===== src/rtl/div_sqrt_arbiter_if.sv =====
// div_sqrt_arbiter_if
// Requester-side bundle for the shared div/sqrt unit arbiter.
// One bit (or lane) per requester for the request and response handshakes.
// The response data bus is shared by all requesters.
//   req_valid/req_ready   : per-requester request handshake
//   req_op                : 0 = div, 1 = sqrt
//   req_operand_a/b       : per-requester operands (C_OP bits each)
//   req_rm                : per-requester rounding mode (C_RM bits)
//   resp_valid/resp_ready : per-requester response handshake
//   resp_result           : shared 32-bit result
//   resp_flags            : shared flags {timeout, exp_of, exp_uf, div_zero}
// Modports:
//   master : the requester side
//   slave  : the arbiter side
interface div_sqrt_arbiter_if #(
    parameter int NUM_REQ = 2,
    parameter int C_OP    = 32,
    parameter int C_RM    = 3
);
    logic [NUM_REQ-1:0]           req_valid;
    logic [NUM_REQ-1:0]           req_ready;
    logic [NUM_REQ-1:0]           req_op;
    logic [NUM_REQ-1:0][C_OP-1:0] req_operand_a;
    logic [NUM_REQ-1:0][C_OP-1:0] req_operand_b;
    logic [NUM_REQ-1:0][C_RM-1:0] req_rm;
    logic [NUM_REQ-1:0]           resp_valid;
    logic [NUM_REQ-1:0]           resp_ready;
    logic [31:0]                  resp_result;
    logic [3:0]                   resp_flags;

    modport master (
        output req_valid, req_op, req_operand_a, req_operand_b, req_rm, resp_ready,
        input  req_ready, resp_valid, resp_result, resp_flags
    );

    modport slave (
        input  req_valid, req_op, req_operand_a, req_operand_b, req_rm, resp_ready,
        output req_ready, resp_valid, resp_result, resp_flags
    );
endinterface


===== src/rtl/div_sqrt_arbiter.sv =====
// div_sqrt_arbiter
// Shares one div/sqrt unit between NUM_REQ requesters with round-robin
// grants. It serves one transaction at a time and times out if the unit
// never reports done.
// Ports:
//   clk, rst        : clock; synchronous active-high reset
//   req_bus         : requester handshakes and response bus (slave modport)
//   div_start       : one-cycle start pulse to the unit for a divide
//   sqrt_start      : one-cycle start pulse to the unit for a square root
//   operand_a/b, rm : operands held for the unit during ISSUE and WAIT
//   unit_ready      : unit can accept work; grants are made only while it is high
//   unit_done       : unit finished; sampled only in WAIT
//   unit_result     : unit result, captured when unit_done is high
//   unit_exp_of/uf  : unit exponent overflow/underflow flags
//   unit_div_zero   : unit divide-by-zero flag
//   busy            : high whenever the FSM is not in IDLE
// NUM_REQ, C_OP and C_RM must match the connected interface instance.
//
// state | meaning
// IDLE  | pick a requester round-robin; handshake latches its request
// ISSUE | one-cycle div/sqrt start pulse with operands driven
// WAIT  | hold operands, wait for done or timeout
// RESP  | present result to the owner until it accepts
module div_sqrt_arbiter #(
    parameter int NUM_REQ     = 2,
    parameter int TIMEOUT_CYC = 63,
    parameter int C_OP        = 32,
    parameter int C_RM        = 3
) (
    input  logic                 clk,
    input  logic                 rst,
    div_sqrt_arbiter_if.slave    req_bus,
    output logic                 div_start,
    output logic                 sqrt_start,
    output logic [C_OP-1:0]      operand_a,
    output logic [C_OP-1:0]      operand_b,
    output logic [C_RM-1:0]      rm,
    input  logic                 unit_ready,
    input  logic                 unit_done,
    input  logic [31:0]          unit_result,
    input  logic                 unit_exp_of,
    input  logic                 unit_exp_uf,
    input  logic                 unit_div_zero,
    output logic                 busy
);
    localparam int IDX_W = $clog2(NUM_REQ);
    localparam int CNT_W = $clog2(TIMEOUT_CYC + 1);

    typedef enum logic [1:0] {IDLE, ISSUE, WAIT, RESP} state_t;

    state_t             state, state_d;
    logic [IDX_W-1:0]   last_grant, owner, grant_idx;
    logic [IDX_W:0]     cand;
    logic               grant_found, req_hs;
    logic               op_q;
    logic [C_OP-1:0]    a_q, b_q;
    logic [C_RM-1:0]    rm_q;
    logic [31:0]        result_q;
    logic [3:0]         flags_q;
    logic [CNT_W-1:0]   tmo_cnt;
    logic [NUM_REQ-1:0] req_ready_d, resp_valid_d;
    logic               drive_unit;

    // Round-robin search from last_grant+1; cand is one bit wider so the
    // wrap-around subtraction never overflows.
    always_comb begin
        grant_found = 1'b0;
        grant_idx   = '0;
        cand        = '0;
        for (int i = 1; i <= NUM_REQ; i++) begin
            cand = {1'b0, last_grant} + (IDX_W+1)'(i);
            if (cand >= (IDX_W+1)'(NUM_REQ)) begin
                cand = cand - (IDX_W+1)'(NUM_REQ);
            end
            if (!grant_found && req_bus.req_valid[cand[IDX_W-1:0]]) begin
                grant_found = 1'b1;
                grant_idx   = cand[IDX_W-1:0];
            end
        end
    end

    // Grant is purely combinational, so a requester that drops valid
    // before the handshake leaves no trace.
    assign req_hs = (state == IDLE) && unit_ready && grant_found && !rst;

    always_ff @(posedge clk) begin
        if (rst) begin
            state <= IDLE;
        end else begin
            state <= state_d;
        end
    end

    always_comb begin
        state_d      = state;
        req_ready_d  = '0;
        resp_valid_d = '0;
        case (state)
            IDLE: begin
                if (req_hs) begin
                    req_ready_d[grant_idx] = 1'b1;
                    state_d = ISSUE;
                end
            end
            ISSUE: state_d = WAIT;
            WAIT: begin
                if (unit_done || tmo_cnt == '0) begin
                    state_d = RESP;
                end
            end
            RESP: begin
                resp_valid_d[owner] = 1'b1;
                if (req_bus.resp_ready[owner]) begin
                    state_d = IDLE;
                end
            end
            default: state_d = IDLE;
        endcase
    end

    always_ff @(posedge clk) begin
        if (rst) begin
            last_grant <= IDX_W'(NUM_REQ - 1);
            owner      <= '0;
            op_q       <= 1'b0;
            a_q        <= '0;
            b_q        <= '0;
            rm_q       <= '0;
            result_q   <= '0;
            flags_q    <= '0;
            tmo_cnt    <= '0;
        end else begin
            case (state)
                IDLE: begin
                    if (req_hs) begin
                        owner <= grant_idx;
                        op_q  <= req_bus.req_op[grant_idx];
                        a_q   <= req_bus.req_operand_a[grant_idx];
                        b_q   <= req_bus.req_operand_b[grant_idx];
                        rm_q  <= req_bus.req_rm[grant_idx];
                    end
                end
                // Load so that WAIT lasts exactly TIMEOUT_CYC cycles.
                ISSUE: tmo_cnt <= CNT_W'(TIMEOUT_CYC - 1);
                WAIT: begin
                    // done is checked first so it wins over a same-cycle timeout
                    if (unit_done) begin
                        result_q <= unit_result;
                        flags_q  <= {1'b0, unit_exp_of, unit_exp_uf, unit_div_zero};
                    end else if (tmo_cnt == '0) begin
                        result_q <= 32'h7FC0_0000;
                        flags_q  <= 4'b1000;
                    end else begin
                        tmo_cnt <= tmo_cnt - CNT_W'(1);
                    end
                end
                RESP: begin
                    if (req_bus.resp_ready[owner]) begin
                        last_grant <= owner;
                    end
                end
                default: ;
            endcase
        end
    end

    assign drive_unit = (state == ISSUE) || (state == WAIT);
    assign div_start  = (state == ISSUE) && !op_q;
    assign sqrt_start = (state == ISSUE) && op_q;
    assign operand_a  = drive_unit ? a_q  : '0;
    assign operand_b  = drive_unit ? b_q  : '0;
    assign rm         = drive_unit ? rm_q : '0;
    assign busy       = (state != IDLE);

    assign req_bus.req_ready   = req_ready_d;
    assign req_bus.resp_valid  = resp_valid_d;
    assign req_bus.resp_result = (state == RESP) ? result_q : 32'h0;
    assign req_bus.resp_flags  = (state == RESP) ? flags_q  : 4'h0;
endmodule


===== src/flat_wrapper.sv =====
// flat-port wrapper written by rule: the top's interface ports become plain ports
module div_sqrt_arbiter_flat 
#(
    parameter int NUM_REQ     = 2,
    parameter int TIMEOUT_CYC = 63,
    parameter int C_OP        = 32,
    parameter int C_RM        = 3
)
  (clk, rst, div_start, sqrt_start, operand_a, operand_b, rm, unit_ready, unit_done, unit_result, unit_exp_of, unit_exp_uf, unit_div_zero, busy, req_bus_req_valid, req_bus_req_op, req_bus_req_operand_a, req_bus_req_operand_b, req_bus_req_rm, req_bus_resp_ready, req_bus_req_ready, req_bus_resp_valid, req_bus_resp_result, req_bus_resp_flags);
  div_sqrt_arbiter_if #(.NUM_REQ(NUM_REQ), .C_OP(C_OP), .C_RM(C_RM)) req_bus_i ();
  input  logic clk;
  input  logic rst;
  output logic div_start;
  output logic sqrt_start;
  output logic [C_OP-1:0] operand_a;
  output logic [C_OP-1:0] operand_b;
  output logic [C_RM-1:0] rm;
  input  logic unit_ready;
  input  logic unit_done;
  input  logic [31:0] unit_result;
  input  logic unit_exp_of;
  input  logic unit_exp_uf;
  input  logic unit_div_zero;
  output logic busy;
  input wire logic [$bits(req_bus_i.req_valid)-1:0] req_bus_req_valid;
  input wire logic [$bits(req_bus_i.req_op)-1:0] req_bus_req_op;
  input wire logic [$bits(req_bus_i.req_operand_a)-1:0] req_bus_req_operand_a;
  input wire logic [$bits(req_bus_i.req_operand_b)-1:0] req_bus_req_operand_b;
  input wire logic [$bits(req_bus_i.req_rm)-1:0] req_bus_req_rm;
  input wire logic [$bits(req_bus_i.resp_ready)-1:0] req_bus_resp_ready;
  output wire logic [$bits(req_bus_i.req_ready)-1:0] req_bus_req_ready;
  output wire logic [$bits(req_bus_i.resp_valid)-1:0] req_bus_resp_valid;
  output wire logic [$bits(req_bus_i.resp_result)-1:0] req_bus_resp_result;
  output wire logic [$bits(req_bus_i.resp_flags)-1:0] req_bus_resp_flags;
  assign req_bus_i.req_valid = req_bus_req_valid;
  assign req_bus_i.req_op = req_bus_req_op;
  assign req_bus_i.req_operand_a = req_bus_req_operand_a;
  assign req_bus_i.req_operand_b = req_bus_req_operand_b;
  assign req_bus_i.req_rm = req_bus_req_rm;
  assign req_bus_i.resp_ready = req_bus_resp_ready;
  assign req_bus_req_ready = req_bus_i.req_ready;
  assign req_bus_resp_valid = req_bus_i.resp_valid;
  assign req_bus_resp_result = req_bus_i.resp_result;
  assign req_bus_resp_flags = req_bus_i.resp_flags;
  div_sqrt_arbiter #(.NUM_REQ(NUM_REQ), .TIMEOUT_CYC(TIMEOUT_CYC), .C_OP(C_OP), .C_RM(C_RM)) u_core (.clk(clk), .rst(rst), .req_bus(req_bus_i), .div_start(div_start), .sqrt_start(sqrt_start), .operand_a(operand_a), .operand_b(operand_b), .rm(rm), .unit_ready(unit_ready), .unit_done(unit_done), .unit_result(unit_result), .unit_exp_of(unit_exp_of), .unit_exp_uf(unit_exp_uf), .unit_div_zero(unit_div_zero), .busy(busy));
endmodule

===== config.mk =====
export PLATFORM = sky130hd
export DESIGN_NAME = div_sqrt_arbiter_flat
export DESIGN_NICKNAME = d
export VERILOG_FILES = /design/src/rtl/div_sqrt_arbiter_if.sv /design/src/rtl/div_sqrt_arbiter.sv /design/src/flat_wrapper.sv
export SDC_FILE = /design/constraint.sdc
export NUM_CORES = 1
export LEC_CHECK = 0
export CORE_UTILIZATION = 38
export CTS_CLUSTER_DIAMETER = 30
export DETAILED_ROUTE_END_ITERATION = 8
export HOLD_SLACK_MARGIN = 0.06
export PLACE_DENSITY_LB_ADDON = 0.1
export SETUP_SLACK_MARGIN = 0.1
export SKIP_LAST_GASP = 1
export SLEW_MARGIN = 20
export SYNTH_ARGS = -nofsm -noshare
export SYNTH_HDL_FRONTEND = slang
export SYNTH_SLANG_ARGS = --single-unit

===== constraint.sdc =====
create_clock -name clk -period 2.5 [get_ports clk]
set_input_delay 0.25 -clock clk [delete_from_list [all_inputs] [get_ports clk]]
set_output_delay 0.25 -clock clk [all_outputs]
set_load 0.05 [all_outputs]

==> results of run 1 <==
-- placed cells by master, fill, tap and decap left out, types with 2 or more instances in the layout --
| cell type | synthesis | layout |
|---|---|---|
| buf_4 | 0 | 44 |
| nand2_1 | 5 | 5 |
| nand2b_1 | 4 | 4 |
| a22o_1 | 26 | 26 |
| a31o_2 | 2 | 2 |
| nor2b_1 | 3 | 3 |
| dfxtp_1 | 114 | 114 |
| nor2_1 | 82 | 82 |
| o21ai_0 | 11 | 11 |
| ha_1 | 6 | 6 |
| buf_6 | 4 | 3 |
| clkbuf_16 | 0 | 19 |
| xor2_1 | 2 | 2 |
| clkinv_4 | 0 | 5 |
| or3_1 | 2 | 2 |
| dlymetal6s2s_1 | 0 | 2 |
| buf_12 | 0 | 70 |
| and2_1 | 105 | 105 |
| a21oi_1 | 18 | 18 |
| clkinvlp_4 | 0 | 7 |
| clkinv_2 | 0 | 2 |
| o211ai_1 | 2 | 2 |
| inv_1 | 8 | 8 |
| nand3_1 | 3 | 3 |
| clkdlybuf4s50_1 | 0 | 178 |
| a222oi_1 | 68 | 68 |
-- sequential cells by signal, summed over array words and instances, names as in the netlist --
signal             cells
u_core.rm_q            3
u_core.b_q            32
u_core.result_q       32
u_core.last_grant      1
u_core.a_q            32
u_core.state           2
u_core.tmo_cnt         6
u_core.op_q            1
u_core.owner           1
u_core.flags_q         4
-- layer usage --
metal	routed length (microns)	up-vias
li1	-	2479
met1	6666	2553
met2	9401	265
met3	1709	29
met4	486	0
met5	0	-
-- final cells by class --
class	instances	area share (%)
flip-flops and latches	114	25.05
multi-input cells	355	26.50
inverters	8	0.3297
clock inverters	15	1.264
well taps	172	2.363
clock buffers	17	4.670
repair buffers	300	39.82
-- per-stage QoR --
stage	instances	instance area (sq um)	util [%]	power (mW)	setup slack (ps)
CTS	978	9052	71.73	6.861	147.6
finish	981	9109	72.18	6.834	200.3
floorplan	527	4930	-	3.611	443.9
detailed placement	946	8512	67.45	4.671	280.0
global placement	946	8512	67.45	4.597	358.2
global route	981	9109	72.18	7.172	78.15
-- critical path: stages, from the launching register on --
cell and delay, ps:
dfxtp_1 330, inv_1 110, ha_1 280, nand3b_4 130, a211oi_4 330, clkbuf_16 280, buf_12 150
-- final timing paths --
| kind | slack [ps] | from | cells past startpoint | to |
|---|---|---|---|---|
| max | 200 | u_core.state[1]$_SDFFE_PP0P_ | 6 | req_bus_req_ready[0] |
| min | 160 | rst | 2 | u_core.b_q[10]$_SDFFE_PP0P_ |
| max reg2reg | 350 | u_core.state[1]$_SDFFE_PP0P_ | 7 | u_core.a_q[10]$_SDFFE_PP0P_ |
| min reg2reg | 470 | u_core.result_q[15]$_SDFFE_PP0P_ | 1 | u_core.result_q[15]$_SDFFE_PP0P_ |
-- logic make-up after synthesis --
logic type      after synthesis  synth area share, %
mux                           2               0.4315
compound gates              134                23.40
flops                       114                46.29
fa+ha+maj                     6                1.523
xor+xnor                      3               0.5331
buf+inv                      58                5.178
simple gates                210                22.64
-- timing repair --
| item | in CTS | in global routing |
|---|---|---|
| resized for setup | 0 | 4 |
| buffers inserted | 0 | 0 |
| endpoints found under the setup margin | 0 | 4 |
-- power by group through the flow --
stage | clock network (mW) | registers, mW | logic [mW]
floorplan | 0 | 2.18 | 1.43
global placement | 0 | 2.21 | 2.39
detailed placement | 0 | 2.23 | 2.44
CTS | 2.21 | 2.19 | 2.46
global route | 2.31 | 2.22 | 2.65
finish | 2.17 | 2.19 | 2.47
==> reports/metrics.yaml, run 1 <==
status:
  status: "finished, final reports clean"
cells_and_area:
  area_delta_synth_final_pct: 84.77
  diodes: 0
  nets: 981
  drive_above_1_share_pct: 19.90
  seqCellArea_sq_mm: 0.002282
  multi_input_area_sq_mm: 0.002414
  fillers: 965
yosys:
  synth_top_area_cell: "dfxtp_1"
  yosysSeqAreaShare_pct: 46.29
  synthCells: 527
  synth_fp_nets: 712
  netlist_area_sq_mm: 0.004930
  ys_top_cells_by_count: "114 x dfxtp_1, 105 x and2_1, 82 x nor2_1"
  synth_top_area_share_pct: 46.29
  yosys_warnings: 0
  ys.flop_type: "dfxtp_1"
  yosysUniqueCellTypes: 36
  avgSynthCellArea_sq_um: 9.354
  synth_most_common_cell: "dfxtp_1"
  synth_edf_count: 0
  ys_ff_latch: 114
  yosys-top-cells-area: "dfxtp_1 46%, a222oi_1 14%, and2_1 13%, nor2_1 6.2%, a22o_1 4.6%"
  async_flop_share_pct: 0
sta:
  min_period_ps: 2300
  max_freq_mhz: 434.8
  setup_viol: 0
  fin_crit_sh_pct: 91.99
  max_slew_margin_pct: 45.95
  tns_ps: 0
  tightest_slew_ps: 810.8
  holdWs_ps: 161.2
  rsz0062_at_grt: "true"
  skew_ps: 7.532
  hold_viol_final: 0
  maxSlewViolCount: 0
clock_network:
  clk_pin_slew_ps: 60
  cts-root-buf: "clkbuf_16"
  cts_tree: "built"
  cts-buffers-inserted: 17
  htree_levels: 4
  clock_latency_ps: 420
  cts_hold_buf: 0
  cts_sinks: 114
  clk_path_buf_depth: 2
drt:
  ant_nets: 0
  initialDrtViolationCount: 555
  totalWireLength_mm: 18.26
  drc: 0
  wl_per_cell_microns: 18.62
  vias: 5326
  viasPerCell: 5.429
  drtPass1Iterations: 7
worst_hold_path:
  hp-class: "input pin to register"
critical_path:
  required_ps: 2250
  crit_path_end_kind: "primary output"
  crit_type: "register to primary output"
  arrival_ps: 2050
  critPathMaxFanout: 18
  crit_path_start_kind: "register"
grt:
  grt_use_met3_pct: 10.04
  grt_max_degree: 74
  use_met1_pct: 27.49
  antenna_found_initial: 0
  grt_first_pass_wirelength_mm: 26.42
  grt.busiest_layer: "met2"
  grt_pass1_vias: 5170
  grt_usage_pct: 26.12
  grt_util_met2_pct: 45.63
  overflow: 0
floorplan:
  die_w_microns: 115.9
  core_area_sq_mm: 0.01262
  rows: 41
  die_height_microns: 115.9
  start_util_pct: 39.06
  io_pins: 289
  die_area_sq_mm: 0.01343
power:
  p_switching_mw: 2.429
  p_comb_share_pct: 36.2
  seq_power_share_pct: 32.1
  ir_drop_v: 0.0005183
  p_int_mw: 4.405
  sw_frac_of_total_pct: 35.54
  p_leak_nw: 3.642
  p_per_area_mw_per_mm2: 750.2
  clockPowerShare_pct: 31.7
place:
  io_buffers: 288
  place_hpwl_mm: 12.44
  gp_congestion: 0.7997
flow_run:
  maxCapViolCount: 0
Power figures use the tool's default switching activity.
==> run 2, diff against run 1 <==
- CORE_ASPECT_RATIO: default -> 0.8
- GPL_ROUTABILITY_DRIVEN: default -> 0
- REMOVE_ABC_BUFFERS: default -> 1
==> run 2 against run 1 <==
Effect of this change: largest cell class unchanged; highest routed layer unchanged; first-iteration DRC count down 0.54%; clock power is 18% higher; maximum frequency up 0.62%; non-clock buffer count rose by 1.
==> reports/metrics.yaml, run 2 (synthesized netlist as in run 1, its figures left out) <==
cells_and_area:
  layout_common_cells: "180 x clkdlybuf4s50_1, 114 x dfxtp_1, 105 x and2_1"  # was 178 x clkdlybuf4s50_1, 114 x dfxtp_1, 105 x and2_1
  final_common_cell: "clkdlybuf4s50_1"  # unchanged
  multi_input_area_sq_mm: 0.002414  # unchanged
  seqCellArea_sq_mm: 0.002282  # unchanged
  fillers: 893  # was 965
  fin_area_sq_mm: 0.009190  # was 0.009109 sq mm
  nets: 982  # was 981
  layout.cells.non_filler: 982  # was 981
  area_delta_synth_final_pct: 86.42  # was 84.77%
  drive_above_1_share_pct: 20.00  # was 19.90%
  reg.largest.list: "u_core.a_q x32, u_core.b_q x32, u_core.result_q x32"  # unchanged
floorplan:
  die_height_microns: 103.9  # was 115.9 microns
  rows: 36  # was 41
  die_area_sq_mm: 0.01344  # was 0.01343 sq mm
  start_util_pct: 39.65  # was 39.06%
  io_pins: 289  # unchanged
  core_area_sq_mm: 0.01243  # was 0.01262 sq mm
  die_w_microns: 129.3  # was 115.9 microns
drt:
  initialDrtViolationCount: 552  # was 555
  viasPerCell: 5.381  # was 5.429
  drc: 0  # unchanged
  drtPass1Iterations: 9  # was 7
  vias: 5284  # was 5326
  totalWireLength_mm: 17.86  # was 18.26 mm
  ant_nets: 0  # unchanged
  wl_per_cell_microns: 18.18  # was 18.62 microns
sta:
  hold_viol_final: 0  # unchanged
  max_slew_margin_pct: 51.21  # was 45.95%
  min_period_ps: 2286  # was 2300 ps
  skew_ps: 10.25  # was 7.532 ps
  rsz0062_at_grt: "false"  # was true
  fin_crit_sh_pct: 91.43  # was 91.99%
  maxSlewViolCount: 0  # unchanged
  setup_viol: 0  # unchanged
  max_freq_mhz: 437.5  # was 434.8 MHz
  tns_ps: 0  # unchanged
  holdWs_ps: 268.3  # was 161.2 ps
  tightest_slew_ps: 731.8  # was 810.8 ps
critical_path:
  crit_path_end_kind: "primary output"  # unchanged
  required_ps: 2250  # about the same
  critPathMaxFanout: 49  # was 18
  arrival_ps: 2040  # was 2050 ps
  rrSetupSlack_ps: 380  # was 350 ps
  crit_path_start_kind: "register"  # unchanged
  crit_type: "register to primary output"  # unchanged
clock_network:
  cts-buffers-inserted: 17  # unchanged
  cts_resized: 0  # unchanged
  htree_levels: 4  # unchanged
  clock_latency_ps: 400  # was 420 ps
  clk_path_buf_depth: 2  # unchanged
  cts_tree: "built"  # unchanged
  clk_pin_slew_ps: 60  # about the same
  postCtsSetupBuffers: 0  # unchanged
  cts_hold_buf: 0  # unchanged
  cts-root-buf: "clkbuf_16"  # unchanged
  cts_sinks: 114  # unchanged
flow_run:
  maxCapViolCount: 0  # unchanged
place:
  place_inst: 949  # was 946
  io_buffers: 288  # unchanged
  postPlaceCellArea_sq_mm: 0.008553  # was 0.008512 sq mm
  place_hpwl_mm: 12.76  # was 12.44 mm
grt:
  grt_usage_pct: 26.35  # was 26.12%
  grt_first_pass_wirelength_mm: 27.43  # was 26.42 mm
  grt_pass1_vias: 5215  # was 5170
  antenna_found_initial: 1  # was 0
  overflow: 0  # unchanged
  grt_max_degree: 68  # was 74
power:
  p_total_mw: 7.199  # was 6.834 mW
  p_per_area_mw_per_mm2: 783.4  # was 750.2 mW/mm^2
  ir_drop_v: 0.0005860  # was 0.0005183 V
  p_leak_nw: 3.662  # was 3.642 nW
status:
  status: "finished, final reports clean"  # unchanged
worst_hold_path:
  hp-class: "input pin to register"  # unchanged
[run 2: cell count changes in the layout (fill, tap and decap cells not counted), sizes merged]
| cell | delta |
|---|---|
| buf | +3 |
| bufinv | +4 |
| clkbuf | -1 |
| clkdlybuf4s50 | +2 |
| clkinv | -1 |
| clkinvlp | -3 |
| diode | +1 |
| dlymetal6s2s | -2 |
| inv | -1 |
[run 2: stage by stage]
step                utilization [%]  worst slack [ps]
floorplan                         -             -1316
global placement              68.80             358.4
finish                        73.92             214.4
detailed placement            68.80             289.6
global route                  73.92             109.9
CTS                           73.84             196.7
[run 2: final cells by class]
class | count | share of cell area (%)
flip-flops and latches | 114 | 24.83
inverters | 8 | 0.3268
clock buffers | 18 | 4.779
well taps | 171 | 2.328
repair buffers | 301 | 39.40
diodes | 1 | 0.02723
clock inverters | 14 | 2.042
multi-input cells | 355 | 26.26
[run 2: worst max-delay path, stage by stage (launching register included)]
cell and delay, ps:
dfxtp_1 330, inv_1 110, ha_1 280, nand3b_4 130, a211oi_4 310, buf_12 290, buf_12 170
[run 2: routing by layer]
| metal | vias up | global-route usage (%) | part of all wire, % |
|---|---|---|---|
| met2 | 248 | 45.89 | 51 |
| li1 | 2474 | - | - |
| met1 | 2525 | 28.09 | 36 |
| met4 | 0 | 12.10 | 3.5 |
| met5 | - | 0 | 0 |
| met3 | 37 | 9.568 | 8.8 |
[run 2: power by group]
group	total [mW]	internal [mW]	switching, mW
clock network	2.55	1.69	0.863
logic	2.46	1.08	1.38
registers	2.19	2.06	0.129
[run 2: path summary, 6_finish.rpt]
check        cells past startpoint                             start                               end
max reg2reg                      7      u_core.state[1]$_SDFFE_PP0P_       u_core.b_q[29]$_SDFFE_PP0P_
max                              6      u_core.state[1]$_SDFFE_PP0P_              req_bus_req_ready[0]
min                              3                               rst      u_core.state[1]$_SDFFE_PP0P_
min reg2reg                      1  u_core.result_q[11]$_SDFFE_PP0P_  u_core.result_q[11]$_SDFFE_PP0P_
==> run 3, diff against run 2 <==
- ABC_AREA: default -> 1
- CORE_UTILIZATION: 38 -> 41
- GPL_TIMING_DRIVEN: default -> 0
- SLEW_MARGIN: 20 -> default
==> run 3 against run 2 <==
Effect of this change: register-to-register slack got worse by 20 ps; cell count increased by 49%; critical endpoint unchanged; maximum frequency decreased by 1.6%; clock power increased by 12%; global-route usage decreased by 1.4 points; sequential cell count unchanged.
==> reports/metrics.yaml, run 3 <==
status:
  status: "finished, final reports clean"  # unchanged
grt:
  grt_max_degree: 71  # was 68
  overflow: 0  # unchanged
  grt_first_pass_wirelength_mm: 29.25  # was 27.43 mm
  grt_usage_pct: 24.96  # was 26.35%
  antenna_found_initial: 0  # was 1
  grt_pass1_vias: 6051  # was 5215
flow_run:
  maxCapViolCount: 0  # unchanged
clock_network:
  clk_pin_slew_ps: 50  # was 60 ps
  clock_latency_ps: 400  # about the same
  cts_sinks: 114  # unchanged
  cts-root-buf: "clkbuf_16"  # unchanged
  cts-buffers-inserted: 17  # unchanged
  cts_tree: "built"  # unchanged
  clk_path_buf_depth: 2  # unchanged
  htree_levels: 4  # unchanged
  cts_hold_buf: 0  # unchanged
yosys:
  yosys_warnings: 0  # unchanged
  synth_top_area_cell: "dfxtp_1"  # unchanged
  synth_most_common_cell: "nand2_1"  # was dfxtp_1
  synth_edf_count: 0  # unchanged
  synth_top_area_share_pct: 38.10  # was 46.29%
  ys_ff_latch: 114  # unchanged
  ys_top_cells_by_count: "497 x nand2_1, 129 x inv_1, 114 x dfxtp_1"  # was 114 x dfxtp_1, 105 x and2_1, 82 x nor2_1
  netlist_area_sq_mm: 0.005991  # was 0.004930 sq mm
  async_flop_share_pct: 0  # unchanged
  yosysSeqAreaShare_pct: 38.10  # was 46.29%
  avgSynthCellArea_sq_um: 5.961  # was 9.354 sq um
  yosys-top-cells-area: "dfxtp_1 38%, nand2_1 31%, a21oi_1 8.4%, inv_1 8.1%, nand3_1 3.2%"  # was dfxtp_1 46%, a222oi_1 14%, and2_1 13%, nor2_1 6.2%, a22o_1 4.6%
  ys.flop_type: "dfxtp_1"  # unchanged
  synthCells: 1005  # was 527
  yosysUniqueCellTypes: 24  # was 36
floorplan:
  rows: 39  # was 36
  core_area_sq_mm: 0.01425  # was 0.01243 sq mm
  start_util_pct: 42.04  # was 39.65%
  die_w_microns: 137.1  # was 129.3 microns
  die_height_microns: 110.1  # was 103.9 microns
  die_area_sq_mm: 0.01510  # was 0.01344 sq mm
  io_pins: 289  # unchanged
cells_and_area:
  diodes: 0  # was 1
  area_delta_synth_final_pct: 59.59  # was 86.42%
  fillers: 1366  # was 893
  nets: 1447  # was 982
  reg.largest.list: "u_core.a_q x32, u_core.b_q x32, u_core.result_q x32"  # unchanged
  seqCellArea_sq_mm: 0.002282  # unchanged
  layout_common_cells: "497 x nand2_1, 180 x clkdlybuf4s50_1, 129 x inv_1"  # was 180 x clkdlybuf4s50_1, 114 x dfxtp_1, 105 x and2_1
  drive_above_1_share_pct: 9.882  # was 20.00%
  multi_input_area_sq_mm: 0.002989  # was 0.002414 sq mm
  final_core_util_pct: 67.10  # was 73.92%
  fin_area_sq_mm: 0.009560  # was 0.009190 sq mm
  final_common_cell: "nand2_1"  # was clkdlybuf4s50_1
critical_path:
  r2r_end: "u_core.result_q[22]$_SDFFE_PP0P_"  # was u_core.b_q[29]$_SDFFE_PP0P_
  critPathMaxFanout: 70  # was 49
  crit_path_start_kind: "register"  # unchanged
  arrival_ps: 2070  # was 2040 ps
  crit_type: "register to primary output"  # unchanged
  crit_path_end_kind: "primary output"  # unchanged
  required_ps: 2250  # about the same
  rr_startpoint: "u_core.state[0]$_SDFFE_PP0P_"  # was u_core.state[1]$_SDFFE_PP0P_
  rrSetupSlack_ps: 360  # was 380 ps
  r2r_cells: 6  # was 7
place:
  io_buffers: 288  # unchanged
  place_hpwl_mm: 12.43  # was 12.76 mm
  postPlaceCellArea_sq_mm: 0.008892  # was 0.008553 sq mm
power:
  clockPowerShare_pct: 37.1  # was 35.4%
  ir_drop_v: 0.0006290  # was 0.0005860 V
  p_leak_nw: 4.973  # was 3.662 nW
  p_per_area_mw_per_mm2: 804.7  # was 783.4 mW/mm^2
  p_int_mw: 5.095  # was 4.827 mW
  p_switching_mw: 2.598  # was 2.372 mW
  seq_power_share_pct: 29.4  # was 30.5%
  p_comb_share_pct: 33.5  # was 34.1%
  sw_frac_of_total_pct: 33.77  # was 32.95%
worst_hold_path:
  min-delay-start: "rst"  # unchanged
  hold-path-endpoint: "u_core.b_q[8]$_SDFFE_PP0P_"  # was u_core.state[1]$_SDFFE_PP0P_
  min_path_cells: 2  # was 3
  hp-class: "input pin to register"  # unchanged
sta:
  holdWs_ps: 345.5  # was 268.3 ps
  max_slew_margin_pct: 60.39  # was 51.21%
  setup_viol: 0  # unchanged
  maxSlewViolCount: 0  # unchanged
  max_freq_mhz: 430.3  # was 437.5 MHz
  rsz0062_at_grt: "true"  # was false
  hold_viol_final: 0  # unchanged
  fin_crit_sh_pct: 92.95  # was 91.43%
  min_period_ps: 2324  # was 2286 ps
  skew_ps: 11.57  # was 10.25 ps
  tightest_slew_ps: 594.2  # was 731.8 ps
drt:
  initialDrtViolationCount: 339  # was 552
  viasPerCell: 4.631  # was 5.381
  drtPass1Iterations: 5  # was 9
  wl_per_cell_microns: 13.00  # was 18.18 microns
  drc: 0  # unchanged
  ant_nets: 0  # unchanged
  vias: 6756  # was 5284
  totalWireLength_mm: 18.97  # was 17.86 mm
## run 3: cell types whose count changed in the layout (fill, tap and decap cells not counted), sizes merged, moves of 17 or more
cell,before,now
and2,105,0
clkdlybuf4s15,0,28
buf,121,19
nand2,5,502
inv,8,132
dlygate4sd2,0,32
nor2,82,34
a21oi,19,101
nand3,3,38
a22o,26,0
a222oi,68,0
clkbuf,18,43
clkdlybuf4s18,0,17
## run 3: cell type report
type	instances	share of cell area, %
Clock buffer	22	4.855
Multi-Input combinational cell	700	31.27
Clock inverter	10	2.382
Tap cell	184	2.408
Inverter	132	5.340
Sequential cell	114	23.87
Timing Repair Buffer	297	29.88
## run 3: how the worst max path moves through the flow
stage,cells after the start,slack (ps),start,end
floorplan,4,-80,u_core.last_grant$_SDFFE_PP1P_,req_bus_req_ready[0]
global placement,6,-4260,rst,u_core.b_q[8]$_SDFFE_PP0P_
detailed placement,6,-1660,req_bus_req_valid[0],req_bus_req_ready[0]
CTS,5,-140,u_core.last_grant$_SDFFE_PP1P_,req_bus_req_ready[0]
global route,5,60,u_core.state[1]$_SDFFE_PP0P_,req_bus_resp_result[23]
finish,5,180,u_core.last_grant$_SDFFE_PP1P_,req_bus_req_ready[0]
## run 3: kinds of logic after synthesis
| logic type | count (synthesis) | synth area share, % |
|---|---|---|
| AOI/OAI and AO/OA | 113 | 9.607 |
| DFF | 114 | 38.10 |
| and+or+nand+nor | 580 | 37.91 |
| buffers and inverters | 192 | 13.14 |
| adders and majority gates | 6 | 1.253 |
## run 3: stage by stage
step                      TNS (ps)  power [mW]  instances  setup WS (ps)
after global routing             0       8.116       1459          58.67
after global placement     -463650       4.628       1417          -4265
after detailed placement    -70690       4.730       1420          -1656
after CTS                   -144.0       7.649       1454         -144.0
final                            0       7.693       1459          176.2
after floorplan             -82.47       3.745        945         -82.47
## run 3: worst max-delay path, stage by stage, from the launching register on
cell      delay [ps]
dfxtp_1          360
nand2_1          140
nand2_8          360
inv_8            250
nor2_1           170
clkbuf_2         290
## run 3: timing repair
item / 4_1_cts / 5_1_grt
setup buffers: 1 / 5
gates cloned: 1 / 0
setup endpoints to repair: 211 / 135
resized for setup: 242 / 62
pin swaps: 2 / 3
## run 3: power groups by stage
stage | clock (mW) | combinational (mW) | sequential [mW]
floorplan | 0 | 1.49 | 2.25
global placement | 0 | 2.34 | 2.29
detailed placement | 0 | 2.44 | 2.29
CTS | 2.89 | 2.50 | 2.26
global route | 2.97 | 2.85 | 2.30
finish | 2.85 | 2.58 | 2.26
## run 3: routing by layer
metal / wire (microns) / GRT usage (%) / up-vias
met5: 0 / 0 / -
met4: 508 / 10.99 / 0
met3: 1371 / 8.230 / 33
met2: 8815 / 41.70 / 202
met1: 8275 / 29.22 / 2994
li1: - / - / 3527
